`src/rtl/lcd_nibble_tx.sv`:
```
// Physical-layer transmitter for a 4-bit HD44780-style LCD port: setup, enable pulse, hold, then execution delay.
// Optional sticky overrun flag and clear command are enabled by defining LCD_NIBBLE_TX_OVERRUN_EN.
module lcd_nibble_tx #(
   parameter int T_AS    = 2,
   parameter int T_EH    = 12,
   parameter int T_H     = 2,
   parameter int DELAY_W = 21
) (
   input  logic               CLK,
   input  logic               RST_N,
   input  logic               sendCommand,
   input  logic [4:0]         command,
   input  logic [DELAY_W-1:0] commandDelay,
   output logic [4:0]         LCD_D,
   output logic               LCD_E,
   output logic               commandDone,
`ifdef LCD_NIBBLE_TX_OVERRUN_EN
   output logic               overrun,
`endif
   output logic               busy
);

   localparam int CNT_MAX = (T_AS > T_EH) ? ((T_AS > T_H) ? T_AS : T_H)
                                          : ((T_EH > T_H) ? T_EH : T_H);
   localparam int CNT_W   = (CNT_MAX > 1) ? $clog2(CNT_MAX) : 1;

   localparam logic [CNT_W-1:0]   AS_LOAD = CNT_W'(T_AS - 1);
   localparam logic [CNT_W-1:0]   EH_LOAD = CNT_W'(T_EH - 1);
   localparam logic [CNT_W-1:0]   H_LOAD  = CNT_W'(T_H - 1);
   localparam logic [CNT_W-1:0]   CNT_ZERO = '0;
   localparam logic [DELAY_W-1:0] DCNT_ONE = DELAY_W'(1);

   typedef enum logic [2:0] {
      IDLE   = 3'd0,
      SETUP  = 3'd1,
      E_HIGH = 3'd2,
      HOLD   = 3'd3,
      WAIT   = 3'd4
   } state_t;

   state_t             state_q, state_d;
   logic [CNT_W-1:0]   cnt_q, cnt_d;
   logic [DELAY_W-1:0] dcnt_q, dcnt_d;
   logic [4:0]         lcd_d_q, lcd_d_d;
   logic               lcd_e_q, lcd_e_d;
   logic               done_q, done_d;
   logic               busy_q, busy_d;
`ifdef LCD_NIBBLE_TX_OVERRUN_EN
   logic               ovr_q, ovr_d;
   logic               clr_cmd;
`endif

   always_comb begin
      state_d = state_q;
      cnt_d   = cnt_q;
      dcnt_d  = dcnt_q;
      lcd_d_d = lcd_d_q;
      lcd_e_d = lcd_e_q;
      done_d  = 1'b0;
      busy_d  = busy_q;
`ifdef LCD_NIBBLE_TX_OVERRUN_EN
      ovr_d   = ovr_q;
      clr_cmd = (command == 5'b11111) && (commandDelay == '0);
      if (sendCommand && busy_q) begin
         ovr_d = 1'b1;
      end
`endif
      case (state_q)
         IDLE: begin
            if (sendCommand) begin
               busy_d = 1'b1;
`ifdef LCD_NIBBLE_TX_OVERRUN_EN
               if (clr_cmd) begin
                  // Clear command skips the panel entirely; WAIT with dcnt 0 finishes next edge.
                  ovr_d   = 1'b0;
                  dcnt_d  = '0;
                  state_d = WAIT;
               end else begin
                  lcd_d_d = command;
                  dcnt_d  = commandDelay;
                  cnt_d   = AS_LOAD;
                  state_d = SETUP;
               end
`else
               lcd_d_d = command;
               dcnt_d  = commandDelay;
               cnt_d   = AS_LOAD;
               state_d = SETUP;
`endif
            end
         end
         SETUP: begin
            if (cnt_q == CNT_ZERO) begin
               lcd_e_d = 1'b1;
               cnt_d   = EH_LOAD;
               state_d = E_HIGH;
            end else begin
               cnt_d = cnt_q - 1'b1;
            end
         end
         E_HIGH: begin
            if (cnt_q == CNT_ZERO) begin
               lcd_e_d = 1'b0;
               cnt_d   = H_LOAD;
               state_d = HOLD;
            end else begin
               cnt_d = cnt_q - 1'b1;
            end
         end
         HOLD: begin
            // dcnt already carries the delay captured at accept.
            if (cnt_q == CNT_ZERO) begin
               state_d = WAIT;
            end else begin
               cnt_d = cnt_q - 1'b1;
            end
         end
         WAIT: begin
            if (dcnt_q <= DCNT_ONE) begin
               done_d  = 1'b1;
               busy_d  = 1'b0;
               dcnt_d  = '0;
               state_d = IDLE;
            end else begin
               dcnt_d = dcnt_q - 1'b1;
            end
         end
         default: begin
            state_d = IDLE;
            lcd_e_d = 1'b0;
            busy_d  = 1'b0;
         end
      endcase
   end

   always_ff @(posedge CLK or negedge RST_N) begin
      if (!RST_N) begin
         state_q <= IDLE;
         cnt_q   <= '0;
         dcnt_q  <= '0;
         lcd_d_q <= '0;
         lcd_e_q <= 1'b0;
         done_q  <= 1'b0;
         busy_q  <= 1'b0;
`ifdef LCD_NIBBLE_TX_OVERRUN_EN
         ovr_q   <= 1'b0;
`endif
      end else begin
         state_q <= state_d;
         cnt_q   <= cnt_d;
         dcnt_q  <= dcnt_d;
         lcd_d_q <= lcd_d_d;
         lcd_e_q <= lcd_e_d;
         done_q  <= done_d;
         busy_q  <= busy_d;
`ifdef LCD_NIBBLE_TX_OVERRUN_EN
         ovr_q   <= ovr_d;
`endif
      end
   end

   assign LCD_D       = lcd_d_q;
   assign LCD_E       = lcd_e_q;
   assign commandDone = done_q;
   assign busy        = busy_q;
`ifdef LCD_NIBBLE_TX_OVERRUN_EN
   assign overrun     = ovr_q;
`endif

endmodule

```
`config.mk`:
```
export PLATFORM = sky130hd
export DESIGN_NAME = lcd_nibble_tx
export DESIGN_NICKNAME = d
export VERILOG_FILES = /design/src/rtl/lcd_nibble_tx.sv
export SDC_FILE = /design/constraint.sdc
export NUM_CORES = 1
export LEC_CHECK = 0
export CORE_ASPECT_RATIO = 1.2
export CORE_MARGIN = 8
export CORE_UTILIZATION = 35
export CTS_BUF_LIST = sky130_fd_sc_hd__clkbuf_4 sky130_fd_sc_hd__clkbuf_8
export DETAILED_ROUTE_END_ITERATION = 6
export DONT_BUFFER_PORTS = 1
export GPL_TIMING_DRIVEN = 0
export PLACE_DENSITY_LB_ADDON = 0.1
export SYNTH_ARGS = -nofsm -noshare
export SYNTH_HDL_FRONTEND = slang
export SYNTH_SLANG_ARGS = --single-unit
```
`constraint.sdc`:
```
create_clock -name CLK -period 2.1 [get_ports CLK]
set_input_delay 0 -clock CLK [delete_from_list [all_inputs] [get_ports CLK]]
set_output_delay 0 -clock CLK [all_outputs]
set_load 0.05 [all_outputs]
```
# Yosys cells after proc, flatten, opt, wreduce, memory -nomap -nowiden
# Cells that the tools add are included.
[op_classes]
n_addsub = 2
order_cmp = 1
n_eq_ne = 10
muxes = 22
bitwise = 2
n_reduce_logical = 12
[ops]
columns = ["operator", "n"]
rows = [
  ["two-way mux 21 bit", 2],
  ["one-hot mux 21 bit (2 select lines)", 1],
  ["less-or-equal comparator 21 x 1 -> 1 bit, second input constant", 1],
  ["subtractor 21 x 1 -> 21 bit, second input constant", 1],
  ["two-way mux 4 bit", 4],
  ["one-hot mux 4 bit (4 select lines)", 1],
  ["two-way mux 3 bit", 5],
  ["one-hot mux 3 bit (5 select lines)", 1],
  ["!= test 2 bit, second input constant", 6],
  ["AND reduction 3 bit", 3],
  ["== test 3 x 2 -> 1 bit, second input constant", 2],
  ["two-way mux 1 bit", 6],
  ["one-hot mux 1 bit (3 select lines)", 2],
  ["OR reduction 3 bit", 2],
  ["AND reduction 5 bit", 1],
  ["zero test 4 bit", 1],
  ["AND reduction 2 bit", 2],
  ["nonzero test 4 bit", 1],
  ["subtractor 4 x 1 -> 4 bit, second input constant", 1],
  ["== test 3 x 1 -> 1 bit, second input constant", 1],
  ["== test 3 bit, second input constant", 1],
  ["zero test 3 bit", 1],
  ["inverter 1 bit", 2],
  ["nonzero test 2 bit", 1],
]
[totals]
ff_bits = 36
in_bits = 29
elab_cells = 56

# Logic depth before layout (Yosys ltp)
# Gate-level depths: netlist of run 1.
[logic_depth]
word_depth = 4
depth_mapped = 9

# Worst setup path before layout of run 1
# OpenSTA, ideal clock, no wires.
[synth_path]
path_kind = "reg-to-reg"
start = "register dcnt_q[10]"
end = "register dcnt_q[5]"
setup_time_ns = 0.126
t_arrival_ns = 1.967
setup_slack_ns = 0.007
stages_incl_launch_ff = 8
path_buffers = 2
path_cell_list = "dfrtp_1 or4_4 nor4_4 a31o_1 buf_6 buf_12 o21ai_1 a221o_1"
[synth_between]
elab_chain_len = 3
[synth_lines]
columns = ["item", "line_no", "text"]
rows = [
  ["from (decl)", "43", "logic [DELAY_W-1:0] dcnt_q, dcnt_d;"],
  ["from (signal assigned)", "151", "dcnt_q <= dcnt_d;"],
  ["less-or-equal comparator 21 x 1 -> 1 bit", "119", "if (dcnt_q <= DCNT_ONE) begin"],
  ["two-way mux 21 bit", "119", ""],
  ["one-hot mux 21 bit (2 select lines)", "68", "case (state_q)"],
]
# Every way passes these cells.
# A chain may end at the register's enable or synchronous reset.

# Worst setup path in the final report of run 1
[layout_path]
start = "register dcnt_q[10]"
end = "register dcnt_q[2]"
# Same word-level chain as after synthesis.

==> results_dict.tcl, run 1 <==
set metrics [dict create \
    worstHoldEndpoint "dcnt_q[1]" \
    placed_area_um2 2240 \
    ff2ff_path_depth 7 \
    peakVddDrop_v 0.000367 \
    grt_pass1_wl_mm 11.0 \
    cts.sinks 36 \
    grt-ovfl-total 0 \
    grtUsageMet3 0.0357 \
    r2r-end "dcnt_q[2]" \
    power.density_nw_per_um2 429 \
    grt_max_degree 37 \
    p_leak_nw 1.21 \
    synth_cell_types 55 \
    setup_violations 14 \
    synth-main-ff-cell "dfrtp_1" \
    yosysSeqAreaShare 0.421 \
    cp.required_ns 2.28 \
    yosys-top-cells-count "dfrtp_1, nor2_1, nand2_1" \
    antenna_cells 0 \
    drc 0 \
    maxCapViolCount 0 \
    clockBufferDepth 2 \
    period_minus_slack_ns 2.19 \
    dpl.hpwl_mm 4.38 \
    yosys.area.top_type "dfrtp_1" \
    grt_use_met1 0.191 \
    routed_wire_length_per_instance_um 18.7 \
    drtIter0Drc 85 \
    min_path_type "primary input to flop" \
    clk_latency_ns 0.29 \
    ys_ff_latch 36 \
    ant_nets 0 \
    hold_depth 3 \
    vias 2094 \
    grt_pass1_vias 2124 \
    yosysWarnings 0 \
    synthTopCellsByArea "dfrtp_1, nor2_1, a22oi_1, o31ai_1, nor4_1" \
    critPathCaptureType "flop" \
    drive_above_1_share 0.292 \
    synth.most_common_cell "dfrtp_1" \
    cp_max_fo 8 \
    io-pin-count 37 \
    cp_data_arrival_time_ns 2.37 \
    cts_max_level 2 \
    die_area_um2 8880 \
    r2r_start "dcnt_q[10]" \
    max_freq_mhz 457 \
    syn_area_per_cell_um2 9.43 \
    async_flop_share 1.00 \
    tightest_slew_ns 0.630 \
    cts-root-buf "clkbuf_8" \
    grtUsageTotal 0.160 \
    initial_core_util 0.358 \
    wl_mm 6.86 \
    worstSetupPathType "flop to flop" \
    whs_ns 0.0448 \
    synth_top_area_frac 0.421 \
    cts_buffers 5 \
    syn-cell-area_um2 2140 \
    slew_viol_final 0 \
    vias_per_cell 5.72 \
    num_rows 31 \
    rsz0062_at_grt "true" \
    hold_start "sendCommand" \
    use_met2 0.273 \
    drt-pass1-iter-count 4 \
    gp_congestion 0.802 \
    skew_ns 0.00905 \
    die_y_um 102 \
    period_share 1.04 \
    core_area_um2 5970 \
    fp.dieW_um 87.4 \
    path_clk_slew_ns 0.08 \
    timing.final.ws_setup_ns -0.0882 \
    r2r_slack_ns -0.09 \
    synth_nets 259 \
    max_slew_margin 0.577 \
    stdcell_area_um2 2990 \
    violations "setup timing" \
    syn-instance-count 227 \
    antenna_found_initial 0 \
    crit_path_start_kind "flop" \
    busiest_layer "met2" \
    fillers 610 \
    port_buffers 0 \
    status "finished with violations" \
    synth_edf_count 0 \
    hold_viol_final 0 \
    area_delta_synth_final_pct 39.6 \
    tritoncts "done" \
    nets 315 \
]
-- power by group --
group | switching [W] | total (W) | leakage, nW | internal, W
logic | 0.0000239 | 0.0000623 | 0.713 | 0.0000384
clock network | 0.000266 | 0.000528 | 0.0510 | 0.000262
registers | 0 | 0.000693 | 0.442 | 0.000693
total | 0.000290 | 0.00128 | 1.21 | 0.000993
-- logic make-up (layout without fill, tap and decap cells) --
kind of cell | after synthesis | in the layout | share of synthesized area
AOI/OAI and AO/OA | 76 | 76 | 0.247
muxes | 9 | 9 | 0.0450
buffers and inverters | 22 | 79 | 0.0526
adders and majority gates | 3 | 3 | 0.0175
and+or+nand+nor | 80 | 80 | 0.212
xor gates and xnor gates | 1 | 1 | 0.00409
DFF | 36 | 36 | 0.421
-- cell type report --
type                       instances  area, um2  area share
sequential                        36        907       0.304
timing repair buffer              51        490       0.164
inverter                          10       37.5      0.0126
tap                               82        103      0.0344
buffer                            10       82.6      0.0276
clock buffer                       6       82.6      0.0276
clock inverter                     2       10.0     0.00335
multi-input combinational        169       1270       0.426
-- what timing repair did --
item | in CTS | in global routing
setup buffers | 18 | 4
cloned | 1 | 0
hold buffers | 28 | 0
pin swaps | 9 | 4
hold endpoints to repair | 62 | 0
gates resized for setup | 34 | 19
setup endpoints to repair | 29 | 29
-- sequential cells by signal, indices dropped and copies added, names as in the netlist --
register / cells
dcnt_q: 21
LCD_D: 5
cnt_q: 4
state_q: 3
LCD_E: 1
busy: 1
commandDone: 1
-- stage by stage --
step           total power [W]   util  worst slack (ns)  setup TNS [ns]  cells
2_1_floorplan         0.000708      -           0.00692               0    227
3_3_place_gp          0.000708  0.375            -0.487           -9.38    309
3_5_place_dp          0.000708  0.375            -0.467           -8.72    309
4_1_cts                0.00130  0.485           -0.0940          -0.674    362
5_1_grt                0.00134  0.500            -0.169           -2.08    366
6_report               0.00128  0.500           -0.0882          -0.437    366
-- layout by cell type (no fill, tap or decap), types with 7 or more instances in the layout --
cell type	netlist	layout
o31ai_1	9	8
buf_4	1	21
nor2_1	22	21
dfrtp_1	36	31
nor3_1	8	7
a22oi_1	9	9
dlygate4sd3_1	0	27
nor4_1	10	7
o21ai_2	1	7
inv_1	10	9
nand2_1	14	14
a21oi_1	12	10
-- how the worst max path moves through the flow --
stage                     from  slack [ns]  cells past startpoint         end
finish              dcnt_q[10]       -0.09                      7   dcnt_q[2]
global route        dcnt_q[11]       -0.17                      7  dcnt_q[13]
CTS                 dcnt_q[10]       -0.09                      7   dcnt_q[2]
detailed placement   dcnt_q[5]       -0.47                      6   dcnt_q[0]
global placement     dcnt_q[5]       -0.49                      6   dcnt_q[0]
floorplan           dcnt_q[10]       0.007                      7   dcnt_q[5]
-- critical path: stages (launching register included) --
cell and delay [ns]:
dfrtp_2 0.42, or4_4 0.56, nor4_4 0.29, a31o_1 0.19, buf_6 0.14, buf_4 0.12
o31ai_1 0.07, a221o_1 0.31
-- per-layer routing --
metal	vias up	routed length (um)	part of all wire
met2	38	3450	0.50
met1	1057	3040	0.44
met4	0	104	0.015
met5	-	0	0
met3	10	263	0.038
li1	989	-	-
No activity file was read; power rests on OpenSTA's default activity.
==> run 2: changes to the inputs <==
ABC_AREA = 1   (was default)
HOLD_SLACK_MARGIN = 0.1   (was default)
clock period = 2.4 ns   (was 2.1 ns; I/O delays follow)
==> run 2 against run 1 <==
The run now ends clean. Routed wire length decreased by 4.4%. Synthesized cell count up 59%. Clock power fell by 12%. Clock skew fell by 0.0017 ns. Highest routed layer unchanged. Worst setup slack gained 0.75 ns.
==> results_dict.tcl, run 2 <==
set metrics [dict create \
    tritoncts "done" \
    drt-pass1-iter-count 4 \
    vias_per_cell 4.60 \
    cts.sinks 36 \
    placed_area_um2 2630 \
    grt_max_degree 37 \
    async_flop_share 1.00 \
    cts_setup_buffers 0 \
    period_minus_slack_ns 1.73 \
    drtIter0Drc 68 \
    yosysWarnings 0 \
    grt_pass1_vias 2441 \
    r2r_start "cnt_q[0]" \
    regMostFlops "dcnt_q" \
    drive_above_1_share 0.109 \
    cts_buffers 5 \
    slew_viol_final 0 \
    max_slew_margin 0.675 \
    tightest_slew_ns 0.488 \
    cp_max_fo 8 \
    rsz0062_at_grt "false" \
    yosys-top-cells-count "nand2_1, nor2_1, inv_1" \
    wl_mm 6.56 \
    antenna_cells 0 \
    cpMaxStageDelayCell "dfrtp_1" \
    largest_reg_flops 21 \
    timing.final.ws_setup_ns 0.666 \
    cp.required_ns 2.60 \
    maxCapViolCount 0 \
    gp_congestion 0.852 \
    ys_ff_latch 36 \
    crit_start "cnt_q[0]" \
    grtUsageTotal 0.143 \
    cp_data_arrival_time_ns 1.93 \
    stdcell_area_um2 3060 \
    drc 0 \
    synth_edf_count 0 \
    area_delta_synth_final_pct 21.7 \
    port_buffers 0 \
    initial_core_util 0.354 \
    max_stage_delay_ns 0.37 \
    nets 433 \
    yosys.area.top_type "dfrtp_1" \
    core_area_um2 7100 \
    hold_depth 5 \
    utilization 0.431 \
    hold_viol_final 0 \
    cts.repair.resized 0 \
    path_cells "inv_1, ha_1, nand3_1, inv_2, nand2_1, and3_1, clkbuf_2, nand2_1, nand2_1, nand3_1, inv_1" \
    min_path_type "primary input to flop" \
    peakVddDrop_v 0.000586 \
    synth-main-ff-cell "dfrtp_1" \
    skew_ns 0.00738 \
    grt_pass1_wl_mm 11.6 \
    routed_wire_length_per_instance_um 13.3 \
    synth.most_common_cell "nand2_1" \
    fp.dieW_um 93.4 \
    dpl.hpwl_mm 4.82 \
    finalSetupTns_ns 0 \
    crit_path_start_kind "flop" \
    period_share 0.722 \
    grt-ovfl-total 0 \
    num_rows 34 \
    synth_top_area_frac 0.358 \
    cp_common_cell "nand2_1" \
    clk_latency_ns 0.29 \
    p_leak_nw 1.50 \
    antenna_found_initial 0 \
    status "finished, final reports clean" \
    final_common_cell "nand2_1" \
    syn-instance-count 361 \
    layout_common_cells "nand2_1, nor2_1, inv_1" \
    die_area_um2 10200 \
    dp_slack_ns 0.658 \
    syn-cell-area_um2 2520 \
    synth_cell_types 32 \
    critPathCaptureType "flop" \
    synthTopCellsByArea "dfrtp_1, nand2_1, nor2_1, inv_1, o21ai_0" \
    cts-root-buf "clkbuf_8" \
    max_freq_mhz 577 \
    ff2ff_path_depth 11 \
    hold_start "sendCommand" \
    ant_nets 0 \
    synth_nets 393 \
    setup_violations 0 \
    path_clk_slew_ns 0.08 \
    worstSetupPathType "flop to flop" \
    io-pin-count 37 \
    die_y_um 109 \
    syn_area_per_cell_um2 6.97 \
    clockBufferDepth 2 \
    vias 2264 \
    yosysSeqAreaShare 0.358 \
    power.density_nw_per_um2 1090 \
    cts_max_level 2 \
]
## run 2: changes by cell type in the layout (fill, tap and decap cells not counted), sizes merged, moves of 13 or more
cell and delta:
inv +41, nor2 +42, buf -22, nand2 +100, a21boi +13, nand3 +18
## run 2: kinds of logic (layout without fill, tap and decap cells)
group	count (synthesis)	after routing	synth area share
and+or+nand+nor	208	208	0.386
buffers and inverters	58	99	0.0960
AOI/OAI and AO/OA	46	46	0.110
DFF	36	36	0.358
xor gates and xnor gates	10	10	0.0348
adders and majority gates	3	3	0.0149
## run 2: per-stage QoR
step | hold WS (ns) | std cells | power, W
3_5_place_dp | -0.294 | 451 | 0.00283
6_report | 0.115 | 492 | 0.00334
3_3_place_gp | -0.294 | 451 | 0.00280
5_1_grt | 0.151 | 492 | 0.00370
4_1_cts | 0.118 | 492 | 0.00338
2_1_floorplan | -0.296 | 361 | 0.00249
## run 2: repair_timing
item / in CTS / in global routing
endpoints found under the hold margin: 62 / 0
endpoints found under the setup margin: 0 / 0
hold buffers: 33 / 0
## run 2: metal layers
metal / global-route usage / vias up / part of all wire
li1: - / 1198 / -
met5: 0 / - / 0
met4: 0.0381 / 0 / 0.0095
met1: 0.168 / 1024 / 0.46
met3: 0.0399 / 8 / 0.050
met2: 0.247 / 34 / 0.48
## run 2: power breakdown
group | switching, W | internal (W)
Sequential | 0.000466 | 0.000884
Combinational | 0.000908 | 0.000611
Clock | 0.000249 | 0.000218
Total | 0.00162 | 0.00171
## run 2: final cells by class
| type | count | area (um2) |
|---|---|---|
| Clock buffer | 6 | 76.3 |
| Buffer | 7 | 42.5 |
| Tap cell | 90 | 113 |
| Timing Repair Buffer | 33 | 340 |
| Multi-Input combinational cell | 267 | 1370 |
| Fill cell | 737 | 4040 |
| Clock inverter | 2 | 16.3 |
| Sequential cell | 36 | 901 |
| Inverter | 51 | 199 |
## run 2: critical path: cells and delay by family (launching register included)
family        cells  cell delay, ns
simple gates      6            0.63
buf+inv           4            0.41
flops             1            0.37
fa+ha+maj         1            0.22
## run 2: worst paths after layout
kind	to	slack [ns]
setup reg to reg	cnt_q[2]	0.67
hold / removal	busy	0.11
min in group asynchronous	dcnt_q[2]	0.19
max in group asynchronous	dcnt_q[17]	2.01
hold reg to reg	cnt_q[3]	0.56
setup / recovery	cnt_q[2]	0.67
==> run 3: changes to the inputs <==
ABC_AREA = 0   (was 1)
clock period = 1.5 ns   (was 2.4 ns; I/O delays follow)
==> run 3 against run 2 <==
The run now ends with hold timing, setup timing left. Total power is 46% lower. Sequential power is 28% lower. Global-route usage is 1.7 points higher. Maximum frequency down 25%. Count of clock-buffer cells in the layout unchanged. Worst setup slack got worse by 1.5 ns. Sequential share of layout area shrank 1.7 points. Cell count shrank 22%. Register-to-register slack worse by 1.5 ns. Via count shrank 3.4%. Non-clock buffer count rose by 37. Critical path type unchanged. Critical endpoint is now dcnt_q[16]. Largest power group is now sequential cells.
==> results_dict.tcl, run 3 (synthesis gave the netlist of run 1 again) <==
set metrics [dict create \
    status "finished with violations" \
    violations "hold timing, setup timing" \
    cp.required_ns 1.68 \
    grt_max_degree 37 \
    ant_nets 0 \
    max_slew_margin 0.200 \
    drive_above_1_share 0.387 \
    timing.final.ws_setup_ns -0.808 \
    antenna_cells 0 \
    nets 331 \
    ff2ff_path_depth 10 \
    area_delta_synth_final_pct 53.0 \
    stdcell_count 382 \
    cp_max_fo 6 \
    drc 0 \
    period_minus_slack_ns 2.31 \
    cp_data_arrival_time_ns 2.49 \
    critPathCaptureType "flop" \
    finalSetupTns_ns -16.91 \
    clockBufferDepth 2 \
    clk_latency_ns 0.30 \
    peakVddDrop_v 0.000473 \
    hold_viol_final 1 \
    setup_violations 29 \
    initial_core_util 0.358 \
    cts_max_level 2 \
    crit_path_start_kind "flop" \
    rsz0062_at_grt "true" \
    final_common_cell "buf_4" \
    p_leak_nw 1.32 \
    vias 2187 \
    layout_common_cells "buf_4, dfrtp_1, dlygate4sd3_1" \
    core_area_um2 5970 \
    vias_per_cell 5.73 \
    cts.sinks 36 \
    wl_mm 7.29 \
    power.density_nw_per_um2 551 \
    drtIter0Drc 96 \
    fp.dieW_um 87.4 \
    drt-pass1-iter-count 4 \
    antenna_found_initial 0 \
    port_buffers 0 \
    cts-root-buf "clkbuf_8" \
    num_rows 31 \
    maxCapViolCount 0 \
    cts_buffers 5 \
    skew_ns 0.00665 \
    slew_viol_final 0 \
    tightest_slew_ns 1.19 \
    grt_pass1_vias 2247 \
    whs_ns -0.0458 \
    max_freq_mhz 433 \
    hold_depth 2 \
    grt-ovfl-total 0 \
    hold_buffers 28 \
    routed_wire_length_per_instance_um 19.1 \
    path_clk_slew_ns 0.07 \
    regMostFlops "dcnt_q" \
    grtUsageTotal 0.160 \
    dp.cells 309 \
    min_path_type "primary input to flop" \
    worstSetupPathType "flop to flop" \
    die_y_um 102 \
    period_share 1.54 \
    largest_reg_flops 21 \
    io-pin-count 37 \
    tritoncts "done" \
    die_area_um2 8880 \
    utilization 0.548 \
    grt_pass1_wl_mm 11.1 \
    dpl.hpwl_mm 4.41 \
    gp_congestion 0.804 \
]
[run 3: changes by cell type in the layout (fill, tap and decap cells not counted), sizes merged, moves of 13 or more]
cell / delta
nand3: -18
nand2: -100
buf: +37
inv: -41
a21boi: -13
nor2: -42
[run 3: stage by stage]
step / cell area, um2 / hold slack [ns] / total power, W / setup WS [ns]
finish: 3270 / -0.0458 / 0.00181 / -0.808
global placement: 2280 / -0.294 / 0.000991 / -0.874
global route: 3270 / -0.0178 / 0.00186 / -0.884
floorplan: 2180 / -0.296 / 0.000991 / -0.586
CTS: 2950 / -0.0548 / 0.00182 / -0.735
detailed placement: 2280 / -0.294 / 0.000991 / -0.885
[run 3: what timing repair did]
item / CTS / global route
endpoints found under the hold margin: 63 / 2
setup buffers: 22 / 15
endpoints found under the setup margin: 35 / 34
gates cloned: 1 / 1
pin swaps: 3 / 16
gates resized for setup: 33 / 48
[run 3: worst paths after layout]
| kind | from | end | slack (ns) |
|---|---|---|---|
| worst min register to register | dcnt_q[0] | dcnt_q[0] | 0.54 |
| max in group asynchronous | RST_N | state_q[0] | 1.12 |
| min in group asynchronous | RST_N | dcnt_q[6] | 0.15 |
| worst min-delay path | sendCommand | state_q[0] | -0.05 |
| worst max-delay path | dcnt_q[1] | dcnt_q[16] | -0.81 |
| worst max register to register | dcnt_q[1] | dcnt_q[16] | -0.81 |
[run 3: layout make-up]
cell class | count | area, um2
clock buffers | 6 | 82.6
multi-input cells | 169 | 1380
flip-flops and latches | 36 | 908
clock inverters | 2 | 10.0
well taps | 82 | 103
repair buffers | 66 | 633
plain buffers | 11 | 120
fillers | 568 | 2700
inverters | 10 | 37.5
[run 3: report_power, final]
group	switching, W	internal, W
registers	0	0.000969
logic	0.0000330	0.0000538
clock network	0.000382	0.000367
[run 3: critical path, stage by stage, from the launching register on]
cell and delay, ns:
dfrtp_1 0.39, inv_2 0.08, ha_4 0.12, or4b_4 0.48, nor4_4 0.26, a31o_1 0.21
buf_6 0.14, buf_4 0.11, buf_4 0.10, nor4b_2 0.04, a221o_1 0.26
[run 3: layer usage]
metal / track usage / vias to the layer above / routed length [um]
met2: 0.291 / 51 / 3980
met1: 0.172 / 1104 / 2820
met5: 0 / - / 0
met3: 0.0381 / 12 / 345
li1: - / 1020 / -
met4: 0.0610 / 0 / 136
